===== config.mk =====
export PLATFORM = sky130hd
export DESIGN_NAME = uart_receive_frame
export DESIGN_NICKNAME = d
export VERILOG_FILES = /design/src/rtl/uart_receive_frame.sv
export SDC_FILE = /design/constraint.sdc
export NUM_CORES = 1
export LEC_CHECK = 0
export BUFFER_PORTS_ARGS = -buffer_cell sky130_fd_sc_hd__clkbuf_2
export CAP_MARGIN = 20
export CORE_UTILIZATION = 61
export DETAILED_ROUTE_END_ITERATION = 10
export PLACE_DENSITY = 0.84
export SLEW_MARGIN = 20
export SYNTH_ARGS = -nofsm -noshare
export SYNTH_HDL_FRONTEND = slang
export SYNTH_SLANG_ARGS = --single-unit
export TNS_END_PERCENT = 1

===== constraint.sdc =====
create_clock -name clk -period 7.95 [get_ports clk]
set_input_delay 0.3975 -clock clk [delete_from_list [all_inputs] [get_ports clk]]
set_output_delay 0.3975 -clock clk [all_outputs]
set_load 0.01 [all_outputs]

===== src/rtl/uart_receive_frame.sv =====
// uart_receive_frame: 8N1 serial receiver that assembles FRAME_BYTES consecutive bytes
// into frame_buf, discarding partial frames on a framing error or inter-byte timeout.
module uart_receive_frame #(
    parameter int CLKS_PER_BIT = 1,
    parameter int FRAME_BYTES  = 12,
    parameter int TIMEOUT_CLKS = 32
) (
    input  logic                        clk,
    input  logic                        rst,
    input  logic                        data_in,
    output logic [FRAME_BYTES-1:0][7:0] frame_buf,
    output logic                        frame_valid,
    output logic                        frame_err,
    output logic                        busy
);
    localparam int HALF   = (CLKS_PER_BIT - 1) / 2;
    localparam int CNT_W  = (CLKS_PER_BIT > 1) ? $clog2(CLKS_PER_BIT) : 1;
    localparam int IDLE_W = $clog2(TIMEOUT_CLKS + 1);

    typedef enum logic [2:0] {S_IDLE, S_START, S_DATA, S_STOP, S_BREAK} state_t;

    logic                        r_sync1, r_sync2;
    logic                        w_rx;
    state_t                      r_state, w_state_next;
    logic [CNT_W-1:0]            r_clk_cnt;
    logic [2:0]                  r_bit_cnt;
    logic [7:0]                  r_shift;
    logic [FRAME_BYTES-1:0][7:0] r_staging;
    logic [FRAME_BYTES-1:0][7:0] w_frame_next;
    logic [3:0]                  r_byte_idx;
    logic [IDLE_W-1:0]           r_idle_cnt;
    logic                        w_bit_tick, w_last_byte;
    logic                        w_start_det, w_shift_en, w_byte_good, w_byte_bad, w_timeout;

    assign w_rx        = r_sync2;
    assign w_bit_tick  = (r_clk_cnt == CNT_W'(CLKS_PER_BIT - 1));
    assign w_last_byte = (r_byte_idx == 4'(FRAME_BYTES - 1));
    assign busy        = (r_state != S_IDLE) || (r_byte_idx != 4'd0);

    // NOTE: clocked state uses non-blocking assignments so every flop samples pre-edge values.
    always_ff @(posedge clk or posedge rst) begin
        if (rst) begin
            r_sync1 <= 1'b1;
            r_sync2 <= 1'b1;
            r_state <= S_IDLE;
        end else begin
            r_sync1 <= data_in;
            r_sync2 <= r_sync1;
            r_state <= w_state_next;
        end
    end

    // NOTE: every combinational output gets a default first so no path infers a latch.
    always_comb begin
        w_state_next = r_state;
        w_start_det  = 1'b0;
        w_shift_en   = 1'b0;
        w_byte_good  = 1'b0;
        w_byte_bad   = 1'b0;
        w_timeout    = 1'b0;
        case (r_state)
            S_IDLE: begin
                // A start edge takes priority over a timeout expiring on the same clk.
                if (!w_rx) begin
                    w_start_det  = 1'b1;
                    w_state_next = (HALF == 0) ? S_DATA : S_START;
                end else if (r_byte_idx != 4'd0 && r_idle_cnt == IDLE_W'(TIMEOUT_CLKS - 1)) begin
                    w_timeout = 1'b1;
                end
            end
            S_START: begin
                if (r_clk_cnt == CNT_W'(HALF)) w_state_next = w_rx ? S_IDLE : S_DATA;
            end
            S_DATA: begin
                if (w_bit_tick) begin
                    w_shift_en = 1'b1;
                    if (r_bit_cnt == 3'd7) w_state_next = S_STOP;
                end
            end
            S_STOP: begin
                if (w_bit_tick) begin
                    if (w_rx) begin
                        w_byte_good  = 1'b1;
                        w_state_next = S_IDLE;
                    end else begin
                        w_byte_bad   = 1'b1;
                        w_state_next = S_BREAK;
                    end
                end
            end
            S_BREAK: begin
                if (w_rx) w_state_next = S_IDLE;
            end
            default: w_state_next = S_IDLE;
        endcase
    end

    always_comb begin
        w_frame_next                = r_staging;
        w_frame_next[FRAME_BYTES-1] = r_shift;
    end

    always_ff @(posedge clk or posedge rst) begin
        if (rst) begin
            r_clk_cnt   <= '0;
            r_bit_cnt   <= '0;
            r_shift     <= '0;
            r_byte_idx  <= '0;
            r_idle_cnt  <= '0;
            frame_buf   <= '0;
            frame_valid <= 1'b0;
            frame_err   <= 1'b0;
        end else begin
            frame_valid <= w_byte_good && w_last_byte;
            frame_err   <= w_byte_bad || w_timeout;

            // START counts from 1 because the IDLE detect clk was start-bit sample 0.
            if (w_state_next != r_state)
                r_clk_cnt <= (w_state_next == S_START) ? CNT_W'(1) : '0;
            else if (w_bit_tick)
                r_clk_cnt <= '0;
            else
                r_clk_cnt <= r_clk_cnt + 1'b1;

            if (w_start_det)     r_bit_cnt <= '0;
            else if (w_shift_en) r_bit_cnt <= r_bit_cnt + 3'd1;

            if (w_shift_en) r_shift <= {w_rx, r_shift[7:1]};

            if (w_byte_good) begin
                if (w_last_byte) begin
                    frame_buf  <= w_frame_next;
                    r_byte_idx <= '0;
                end else begin
                    r_byte_idx <= r_byte_idx + 4'd1;
                end
            end else if (w_byte_bad || w_timeout) begin
                r_byte_idx <= '0;
            end

            if (w_start_det || w_timeout)
                r_idle_cnt <= '0;
            else if (r_state == S_IDLE && r_byte_idx != 4'd0)
                r_idle_cnt <= r_idle_cnt + 1'b1;
        end
    end

    // NOTE: staging storage is not reset; byte_idx guarantees every entry is rewritten before use.
    always_ff @(posedge clk) begin
        if (w_byte_good) r_staging[r_byte_idx] <= r_shift;
    end

endmodule

== After elaboration in Yosys (flattened, before gate mapping) ==
Index checks and enable logic that the tools add are counted.
Operators by class
  $add $sub $neg: 4
  $mul: 0
  divide/modulo/power cells: 0
  order comparisons: 2
  eq/ne operators: 9
  shifts and indexed selects: 0
  muxes and demuxes: 34
  bitwise gates (word level): 0
  reduce and logical (&&, ||, !) cells: 14
Operators with widths (number)
  96-bit bitwise mux: 1
  8-bit demux with 4-bit select: 1
  3-bit 2-to-1 mux: 9
  1-bit 2-to-1 mux: 15
  3-bit case mux with 5 select lines: 1
  4-bit 2-to-1 mux: 3
  6-bit 2-to-1 mux: 2
  8-bit 2-to-1 mux: 1
  6-bit by 1-bit adder with 6-bit output (second input constant): 1
  3-bit by 1-bit == test with 1-bit output (second input constant): 2
  3-bit by 2-bit == test with 1-bit output (second input constant): 2
  3-bit == test (second input constant): 2
  6-bit by 5-bit == test with 1-bit output (second input constant): 1
  2-bit nonzero test: 3
  4-bit by 5-bit < comparator with 1-bit output (second input constant): 1
  4-bit by 1-bit adder with 4-bit output (second input constant): 1
  4-bit == test (second input constant): 1
  4-bit by 1-bit >= comparator with 1-bit output (second input constant): 1
  1-bit logical AND: 4
  4-bit nonzero test: 1
  3-bit by 1-bit adder with 3-bit output (second input constant): 1
  3-bit logical NOT: 1
  1-bit logical OR: 3
  3-bit != test: 1
  4 further kinds: 4
Storage, ports and cells
  register bits after elaboration: 221
  bits in latches: 0
  RAM bits: 0
  memory bits (read-only): 0
  input bits: 3
  output and inout bits: 99
  word-level logic and storage cells: 97
  memories: 0

== Depth between registers and ports, before layout ==
Gate-level depths: netlist of the first run.
  depth in word-level cells: 8
  depth in mapped cells: 8
  mapped depth without buffers: 6

== Worst setup path before layout of the first run ==
Ideal clock, no wire load.
  path type: reg-to-reg
  start: register r_clk_cnt
  end: register frame_buf[16] (netlist bit)
  setup time: 0.125 ns
  arrival time: 1.884 ns
  data required time: 7.825 ns
  setup slack: 5.940 ns
  stages on the path, launching flop included: 8
  path buffers: 3
  period minus slack after synthesis: 2.010 ns
  cells stage by stage: dfrtp_1 > and4bb_4 > nand2_4 > or3_1 > buf_2 > buf_6 > buf_6 > mux2_4
Between the ends
  cells in the longest elaborated chain, start to end: 3
RTL lines
  start, declared: RTL line 25  | logic [CNT_W-1:0] r_clk_cnt;
  start signal, assigned: RTL line 119  | r_clk_cnt <= (w_state_next == S_START) ? CNT_W'(1) : '0;
  start signal, assigned: RTL line 123  | r_clk_cnt <= r_clk_cnt + 1'b1;
  1-bit 2-to-1 mux: RTL line 81  | if (w_bit_tick) begin
  1-bit 2-to-1 mux: RTL line 61  | case (r_state)
  2-bit AND reduction (no source line)
  end signal, assigned: RTL line 132  | frame_buf <= w_frame_next;
  end, declared: RTL line 11  | output logic [FRAME_BYTES-1:0][7:0] frame_buf,
Every way passes these cells.
A chain may end at the register's enable or synchronous reset.

== Worst setup path after layout of the first run ==
  start: register r_byte_idx[0]
  end: register frame_buf[15] (netlist bit)
Between the ends
  cells in the longest elaborated chain, start to end: 2
RTL lines
  start, declared: RTL line 30  | logic [3:0] r_byte_idx;
  start signal, assigned: RTL line 135  | r_byte_idx <= r_byte_idx + 4'd1;
  4-bit == test: RTL line 37  | assign w_last_byte = (r_byte_idx == 4'(FRAME_BYTES - 1));
  2-bit AND reduction (no source line)
Every way passes these cells.

==> results of run 1 <==
==> worst reg2reg max path: cells and delay by family, from the launching register on <==
family                   cells  cell delay (ns)
multiplexers                 1             0.44
AND/OR/NAND/NOR              1             0.47
adder cells (fa/ha/maj)      1             0.27
buffers and inverters        2             1.00
flip-flops                   1             0.46
==> state kept, by name, summed over array words and instances (netlist names) <==
name,flops
r_clk_cnt,1
frame_buf,96
r_sync1,1
frame_err,1
r_byte_idx,4
frame_valid,1
r_shift,8
r_sync2,1
r_bit_cnt,3
r_staging,88
r_state,3
r_idle_cnt,6
==> final timing paths <==
check,start,end,slack (ns),cells after the start
worst max-delay path,r_byte_idx[0]$_DFFE_PP0P_,frame_buf[15]$_DFFE_PP0P_,5.19,5
worst min-delay path,rst,frame_buf[88]$_DFFE_PP0P_,-0.007,2
worst max register to register,r_byte_idx[0]$_DFFE_PP0P_,frame_buf[15]$_DFFE_PP0P_,5.19,5
worst min register to register,r_sync1$_DFF_PP1_,r_sync2$_DFF_PP1_,0.36,0
max in group asynchronous,rst,r_idle_cnt[0]$_DFFE_PP0P_,6.53,3
min in group clk,r_sync1$_DFF_PP1_,r_sync2$_DFF_PP1_,0.36,0
==> power groups by stage <==
stage | Combinational (mW) | Sequential (mW) | Clock [mW]
2_1_floorplan | 0.155 | 1.34 | 0
3_3_place_gp | 0.173 | 1.42 | 0
3_5_place_dp | 0.187 | 1.43 | 0
4_1_cts | 0.193 | 1.40 | 0.920
5_1_grt | 0.214 | 1.41 | 0.966
6_report | 0.194 | 1.41 | 0.906
==> per-layer routing <==
metal	track usage	share of wire	up-vias
met5	0	0	-
met4	0.0745	0.021	0
met3	0.0358	0.054	26
met2	0.394	0.52	130
met1	0.303	0.41	2052
li1	-	-	1792
==> kinds of logic (layout without fill, tap and decap cells) <==
family                   Yosys count  in the layout  synth area share
multiplexers                     106            106             0.167
AND/OR/NAND/NOR                   59             59            0.0396
AO/OA/AOI/OAI                     15             15            0.0124
adder cells (fa/ha/maj)            7              7            0.0113
flip-flops                       213            213             0.743
buffers and inverters             26            152            0.0185
other                              1              1          0.000483
XOR/XNOR                           6              6           0.00677
==> cell type report <==
| class | count | area (sq um) |
|---|---|---|
| clock inverter | 7 | 60.1 |
| sequential | 213 | 5770 |
| fill | 749 | 3150 |
| inverter | 10 | 40.0 |
| clock buffer | 29 | 566 |
| timing repair buffer | 106 | 546 |
| multi-input combinational | 194 | 1870 |
| tap | 168 | 210 |
==> stage by stage <==
| step | hold slack [ns] | total power [mW] | util | setup slack [ns] |
|---|---|---|---|---|
| global route | 0.0620 | 2.59 | 0.742 | 5.03 |
| detailed placement | 0.347 | 1.61 | 0.690 | 5.28 |
| finish | -0.00730 | 2.50 | 0.742 | 5.19 |
| floorplan | 0.345 | 1.50 | - | 4.23 |
| global placement | 0.345 | 1.59 | 0.689 | 5.40 |
| CTS | 0.0212 | 2.52 | 0.742 | 5.20 |
==> synth_stat cells <==
master and count:
o221ai_1 1, nor4_1 1, nand3_1 6, nand2b_1 1, nor4b_1 1, o22ai_1 4, o31ai_1 1, buf_6 4
or4_1 1, ha_1 7, mux2_2 75, or3_1 3, inv_1 10, and4bb_4 1, and2_1 4, mux2i_1 2
nor2_1 20, buf_2 7, o2bb2ai_1 1, nand2_1 10, a311oi_1 1, edfxtp_1 88, or3b_2 1, o211ai_1 1
clkbuf_1 3, o21ai_0 1, dfstp_2 2, xnor2_1 5, or4b_2 1, xor2_1 1, buf_4 2, nor3_1 5
mux2_4 29, nor3b_1 2, a21oi_1 5, dfrtp_1 123, nand4_1 1, nand2_4 1, conb_1 1
==> impl_metrics.tcl, run 1 <==
set metrics [dict create \
    critPathTopFamily "buffers and inverters" \
    clock_insertion_delay_worst_skew_ns 0.48 \
    avgViaCountPerCell 5.50 \
    clkPwrFrac 0.362 \
    powerDensity_nw_per_um2 276 \
    power_frac_comb 0.077 \
    path_cells "ha_1 -> inv_1 -> or3_4 -> buf_4 -> mux2_2" \
    cts_max_level 1 \
    hold_slack_ns -0.00730 \
    seq_power_share 0.561 \
    endpoint_kind "flop" \
    worstPathArrival_ns 3.11 \
    drive_gt1_frac 0.440 \
    report.final.hold_viol_count 9 \
    setup_viol 0 \
    violations "hold timing" \
    firstDrtPassIters 4 \
    clock_sinks 213 \
    leakage_nw 4.27 \
    antenna_found_initial 0 \
    routabilityCongestion 0.836 \
    drtAntennaViolNets 0 \
    postCtsSetupRepairBufs 0 \
    syn_nets 443 \
    die_w_um 115 \
    start_util 0.636 \
    grt_pass1_vias 4226 \
    root_buffer "clkbuf_16" \
    critPathKind "flop to flop" \
    max_cap_viol_count 0 \
    totalWireLength_um 14500 \
    worst-slew-pin-transition_ns 0.955 \
    synth_area_sq_um 7760 \
    design_area_sq_um 9060 \
    cts_resized 0 \
    die-area_sq_um 13200 \
    io_buffers 101 \
    antenna_cells 0 \
    design.core.area_sq_um 12200 \
    finalCritPeriodShare 0.347 \
    drtIter0Drc 368 \
    status "finished, violations left" \
    max_stage_delay_ns 0.82 \
    ys_seq_area_frac 0.743 \
    grt-ovfl-total 0 \
    relSlewSlack 0.364 \
    switchingPower_mw 0.628 \
    min_period_ns 2.76 \
    crit_buf_inv 2 \
    synth-seq-cells 213 \
    p_sw_frac 0.251 \
    drc 0 \
    final_common_cell "dfrtp_1" \
    dp_hpwl_um 8660 \
    die_h_um 115 \
    cts_tree "built" \
    tns_ns 0 \
    synth_area_per_cell_sq_um 17.9 \
    fin_cells 727 \
    yosys_warnings 0 \
    cts_made_buffers 21 \
    dp.cells 690 \
    crit_required_ns 8.30 \
    final-max-slew-violation-count 0 \
    track_usage 0.229 \
    min_path_type "input pin to async pin" \
    dpl-instance-area_sq_um 8420 \
    io-pin-count 102 \
    intPower_mw 1.88 \
    vias 4000 \
    rows 40 \
    crit_fanout 63 \
    ys_types 39 \
    ir_drop_mv 0.176 \
    mostFrequentLayoutCells "dfrtp_1 (123), clkbuf_2 (101), edfxtp_1 (88)" \
    synth_top_area_cell "dfrtp_1" \
    synth_top_area_share 0.396 \
    hold_buffers 1 \
    clockBufferDepth 3 \
    syn2layout_area_growth_pct 16.7 \
    cp-start-kind "flop" \
    rsz0062_at_grt "no" \
    layout.nets 556 \
    synthTopCellsByArea "dfrtp_1 (40%), edfxtp_1 (34%), mux2_2 (11%)" \
    grt_max_degree 75 \
    fmax_mhz 363 \
    grt_pass1_wl_um 22800 \
    routedWlPerCell_um 19.9 \
    finClkSkew_ns 0.00958 \
    clkTransAtPathRegs_ns 0.06 \
    cpMaxStageDelayCell "buf_4" \
    syn_inst 433 \
]
No activity file was read; power rests on OpenSTA's default activity.
==> inputs of run 2 (changes only) <==
--- a/config.mk
+++ b/config.mk
@@ -7,9 +7,9 @@
 export LEC_CHECK = 0
 export BUFFER_PORTS_ARGS = -buffer_cell sky130_fd_sc_hd__clkbuf_2
 export CAP_MARGIN = 20
-export CORE_UTILIZATION = 61
+export CORE_UTILIZATION = 57
 export DETAILED_ROUTE_END_ITERATION = 10
-export PLACE_DENSITY = 0.84
+export PLACE_DENSITY = 0.79
 export SLEW_MARGIN = 20
 export SYNTH_ARGS = -nofsm -noshare
 export SYNTH_HDL_FRONTEND = slang
==> constraint.sdc (replaced) <==
create_clock -name clk -period 2.7 [get_ports clk]
set_input_delay 0.135 -clock clk [delete_from_list [all_inputs] [get_ports clk]]
set_output_delay 0.135 -clock clk [all_outputs]
set_load 0.01 [all_outputs]
==> run 2 against run 1 <==
Compared with the run above: the run now ends clean; cell count grew 2.2%; routed wire length increased by 1.2%; critical path depth unchanged; clock power rose to 3.2 times the previous value; sequential power rose to 3.0 times the previous value; highest routed layer unchanged; largest power group unchanged; combinational power increased to 2.9 times the previous value; first-iteration DRC count shrank 11%; critical endpoint is now frame_buf[64]$_DFFE_PP0P_; die area rose by 6.9%; sequential share of layout area shrank 0.94 points.
==> impl_metrics.tcl, run 2 (synthesis gave the netlist of run 1 again) <==
set metrics [dict create \
    crit_required_ns 3.07 \
    switchingPower_mw 1.86 \
    min_period_ns 2.30 \
    die_w_um 119 \
    hold_slack_ns 0.296 \
    vias 4026 \
    drtIter0Drc 328 \
    routedWlPerCell_um 19.7 \
    final-max-slew-violation-count 0 \
    cts_tree "built" \
    grt-ovfl-total 0 \
    ir_drop_mv 0.476 \
    clkTransAtPathRegs_ns 0.06 \
    fmax_mhz 436 \
    largest_register "frame_buf" \
    final_util 0.695 \
    antenna_found_initial 0 \
    clkPwrFrac 0.378 \
    crit_fanout 63 \
    grt_max_degree 64 \
    worstPathArrival_ns 2.66 \
    die-area_sq_um 14100 \
    start_util 0.586 \
    finalCritPeriodShare 0.850 \
    design.core.area_sq_um 13200 \
    min_path_type "input pin to flop" \
    mostFrequentLayoutCells "dfrtp_1 (123), clkbuf_2 (101), edfxtp_1 (88)" \
    largest_reg_flops 96 \
    powerDensity_nw_per_um2 824 \
    io_buffers 101 \
    final_common_cell "dfrtp_1" \
    status "finished, final reports clean" \
    track_usage 0.214 \
    finClkSkew_ns 0.0236 \
    setup_viol 0 \
    avgViaCountPerCell 5.42 \
    power_frac_comb 0.074 \
    rows 42 \
    cts_resized 0 \
    root_buffer "clkbuf_16" \
    layout.nets 563 \
    cts_made_buffers 20 \
    grt_pass1_vias 4110 \
    drc 0 \
    cp-start-kind "flop" \
    tns_ns 0 \
    p_sw_frac 0.245 \
    seq_power_share 0.548 \
    routabilityCongestion 0.917 \
    intPower_mw 5.72 \
    reg_top3 "frame_buf (96), r_staging (88), r_shift (8)" \
    endpoint_kind "flop" \
    totalWireLength_um 14600 \
    report.final.hold_viol_count 0 \
    syn2layout_area_growth_pct 18.5 \
    antenna_cells 0 \
    clockBufferDepth 3 \
    drtAntennaViolNets 0 \
    p_total_mw 7.58 \
    cts_max_level 1 \
    die_h_um 119 \
    clock_insertion_delay_worst_skew_ns 0.49 \
    max_cap_viol_count 0 \
    critPathKind "flop to flop" \
    drive_gt1_frac 0.444 \
    io-pin-count 102 \
    clock_sinks 213 \
    rsz0062_at_grt "no" \
    firstDrtPassIters 4 \
    grt_pass1_wl_um 23100 \
    worst-slew-pin-transition_ns 0.877 \
    relSlewSlack 0.416 \
    dp_hpwl_um 8950 \
    leakage_nw 4.34 \
]
run 2: changes by cell type in the layout (fill, tap and decap cells not counted), sizes merged:
cell,delta
buf,+7
bufinv,+2
clkbuf,+1
clkinv,-2
clkinvlp,+1
dlygate4sd3,+1
inv,-2
run 2: worst paths after layout:
check	from	endpoint	slack, ns	cells past startpoint
worst max-delay path	r_byte_idx[0]$_DFFE_PP0P_	frame_buf[64]$_DFFE_PP0P_	0.40	5
worst min-delay path	data_in	r_sync1$_DFF_PP1_	0.30	2
worst max register to register	r_byte_idx[0]$_DFFE_PP0P_	frame_buf[64]$_DFFE_PP0P_	0.40	5
worst min register to register	r_sync1$_DFF_PP1_	r_sync2$_DFF_PP1_	0.36	0
max in group asynchronous	rst	frame_buf[31]$_DFFE_PP0P_	1.66	4
min in group asynchronous	rst	r_idle_cnt[5]$_DFFE_PP0P_	0.35	3
run 2: layout make-up:
class                           instances  area [sq um]
Clock buffer                           30           569
Clock inverter                          6           104
Multi-Input combinational cell        194          1860
Fill cell                             861          4040
Inverter                               10          41.3
Sequential cell                       213          5770
Timing Repair Buffer                  114           633
Tap cell                              176           220
run 2: critical path: stages, from the launching register on:
cell and delay [ns]:
dfrtp_1 0.45, ha_1 0.29, inv_1 0.15, or3_4 0.15, buf_4 0.69, mux2_2 0.43
run 2: stage by stage:
step                worst slack [ns]  instance area, sq um  cells
floorplan                      0.690                  7770    433
global placement               0.524                  8510    705
detailed placement             0.446                  8510    705
CTS                            0.404                  9200    743
global route                   0.282                  9200    743
finish                         0.404                  9200    743
run 2: repair_timing:
item	in CTS	in global routing
setup buffers	0	0
endpoints found under the setup margin	0	0
hold buffers	2	0
hold endpoints to repair	31	0
run 2: routing by layer:
layer  track usage  routed length (um)
met3        0.0294                 653
met2         0.361                7450
met4        0.0657                 354
met5             0                   0
met1         0.291                6180
run 2: power by group through the flow:
stage          combinational (mW)  clock (mW)  sequential (mW)
6_report                    0.560        2.86             4.16
5_1_grt                     0.624        3.03             4.19
4_1_cts                     0.567        2.92             4.16
3_5_place_dp                0.558           0             4.22
3_3_place_gp                0.519           0             4.21
2_1_floorplan               0.458           0             3.96
==> inputs of run 3 (changes only) <==
--- a/config.mk
+++ b/config.mk
@@ -7,6 +7,7 @@
 export LEC_CHECK = 0
 export BUFFER_PORTS_ARGS = -buffer_cell sky130_fd_sc_hd__clkbuf_2
 export CAP_MARGIN = 20
+export CORE_ASPECT_RATIO = 2
 export CORE_UTILIZATION = 57
 export DETAILED_ROUTE_END_ITERATION = 10
 export PLACE_DENSITY = 0.79
==> run 3 against run 2 <==
Compared with the run above: the flow now finishes with violations (DRC); critical path depth grew 1; sequential share of layout area rose by 0.59 points; cell area shrank 0.94%; setup slack better by 0.0078 ns; global-route usage is 0.072 points higher; routed wire length shrank 1.1%; first-iteration DRC count decreased by 28%; clock-buffer cell count down 2; via count is 0.70% higher; largest cell class unchanged.
==> impl_metrics.tcl, run 3 (synthesis gave the netlist of run 1 again) <==
set metrics [dict create \
    status "finished, violations left" \
    violations "DRC" \
    totalWireLength_um 14500 \
    min_period_ns 2.29 \
    die_w_um 84.5 \
    start_util 0.581 \
    worst_setup_path_endpoint "r_byte_idx[2]$_DFFE_PP0P_" \
    routedWlPerCell_um 20.1 \
    dpl-instance-area_sq_um 8490 \
    max_stage_delay_ns 0.67 \
    final-max-slew-violation-count 0 \
    ir_drop_mv 0.612 \
    final_common_cell "dfrtp_1" \
    track_usage 0.215 \
    grt-ovfl-total 0 \
    crit_fanout 6 \
    die_h_um 167 \
    routabilityCongestion 0.966 \
    cts_made_buffers 18 \
    clock_sinks 213 \
    fmax_mhz 437 \
    report.final.hold_viol_count 0 \
    relSlewSlack 0.511 \
    postCtsSetupRepairBufs 0 \
    min_path_type "input pin to async pin" \
    worstPathArrival_ns 2.64 \
    reg_top3 "frame_buf (96), r_staging (88), r_shift (8)" \
    crit_start "r_byte_idx[0]$_DFFE_PP0P_" \
    r2r_slack_ns 0.41 \
    rr_endpoint "r_byte_idx[2]$_DFFE_PP0P_" \
    antenna_cells 0 \
    path_cells "inv_1 -> ha_1 -> nor3b_1 -> or4b_2 -> nor2_1 -> o22ai_1" \
    mostFrequentLayoutCells "dfrtp_1 (123), clkbuf_2 (101), edfxtp_1 (88)" \
    max_cap_viol_count 0 \
    die-area_sq_um 14100 \
    reg2reg_from "r_byte_idx[0]$_DFFE_PP0P_" \
    largest_register "frame_buf" \
    dp_hpwl_um 9600 \
    clock_insertion_delay_worst_skew_ns 0.48 \
    cp_num_cells 6 \
    drtAntennaViolNets 0 \
    finalCritPeriodShare 0.848 \
    root_buffer "clkbuf_16" \
    setup_viol 0 \
    grt_pass1_vias 4204 \
    finClkSkew_ns 0.0103 \
    cpMaxStageDelayCell "or4b_2" \
    cts_max_level 1 \
    endpoint_kind "flop" \
    drtIter0Drc 236 \
    clockBufferDepth 3 \
    leakage_nw 4.31 \
    rows 60 \
    io_buffers 101 \
    worst-slew-pin-transition_ns 0.732 \
    drc 6 \
    powerDensity_nw_per_um2 801 \
    avgViaCountPerCell 5.64 \
    firstDrtPassIters 10 \
    r2r.worst_path.cells 6 \
    critPathKind "flop to flop" \
    syn2layout_area_growth_pct 17.4 \
    design.core.area_sq_um 13400 \
    io-pin-count 102 \
    setup_ws_ns 0.412 \
    drive_gt1_frac 0.449 \
    vias 4054 \
    tns_ns 0 \
    cts_resized 0 \
    cts_tree "built" \
    critPathTopFamily "simple AND/OR/NAND/NOR gates" \
    clkTransAtPathRegs_ns 0.07 \
    design_area_sq_um 9110 \
    antenna_found_initial 0 \
    crit_buf_inv 1 \
    pre_cts_slack_ns 0.469 \
    grt_max_degree 64 \
    crit_required_ns 3.05 \
    layout.nets 562 \
    rsz0062_at_grt "no" \
    grt_pass1_wl_um 23000 \
    fillers 898 \
    cp-start-kind "flop" \
    largest_reg_flops 96 \
]
-- run 3: cell count changes in the layout (fill, tap and decap cells not counted) --
cell        before  now
bufinv_16        3    1
clkbuf_16       21   19
clkbuf_8         1    5
buf_4            9   10
clkinvlp_4       1    2
clkbuf_1         8    4
clkinv_2         2    1
-- run 3: layer usage --
layer  track usage  share of wire  up-vias
li1              -              -     1803
met3        0.0282          0.039       33
met5             0              0        -
met2         0.404           0.57      128
met4        0.0796          0.026        0
met1         0.244           0.36     2090
-- run 3: per-stage QoR --
stage,std cells,hold slack [ns],utilization,power [mW]
3_5_place_dp,685,0.222,0.635,4.75
5_1_grt,719,0.275,0.682,7.58
6_report,719,0.273,0.682,7.30
2_1_floorplan,433,0.139,-,4.42
3_3_place_gp,685,0.216,0.635,4.69
4_1_cts,719,0.280,0.682,7.34
-- run 3: timing repair --
item                       CTS  global route
hold endpoints to repair    26             0
setup endpoints to repair    0             0
hold buffers                 2             0
-- run 3: area by class of cell --
cell class,count,area [sq um],area share
inverters,10,41.3,0.00453
clock buffers,28,559,0.0614
clock inverters,4,46.3,0.00508
flip-flops and latches,213,5770,0.633
multi-input cells,194,1860,0.204
well taps,155,194,0.0213
repair buffers,115,641,0.0703
-- run 3: worst min-delay path by stage --
stage | depth (start not counted) | end | slack, ns | from
floorplan | 0 | r_sync1$_DFF_PP1_ | 0.14 | data_in
global placement | 2 | frame_valid$_DFF_PP0_ | 0.22 | rst
detailed placement | 2 | frame_valid$_DFF_PP0_ | 0.22 | rst
CTS | 3 | frame_buf[89]$_DFFE_PP0P_ | 0.28 | rst
global route | 2 | r_sync1$_DFF_PP1_ | 0.27 | data_in
finish | 3 | frame_valid$_DFF_PP0_ | 0.27 | rst
-- run 3: tightest hold or removal path: cells and delay by family --
kind	cells	cell delay, ns
buffers and inverters	3	1.06
-- run 3: power by group --
part	leakage (nW)	switching [mW]	internal, mW
logic	1.52	0.309	0.252
registers	2.50	0.428	3.72
clock network	0.295	1.06	1.52
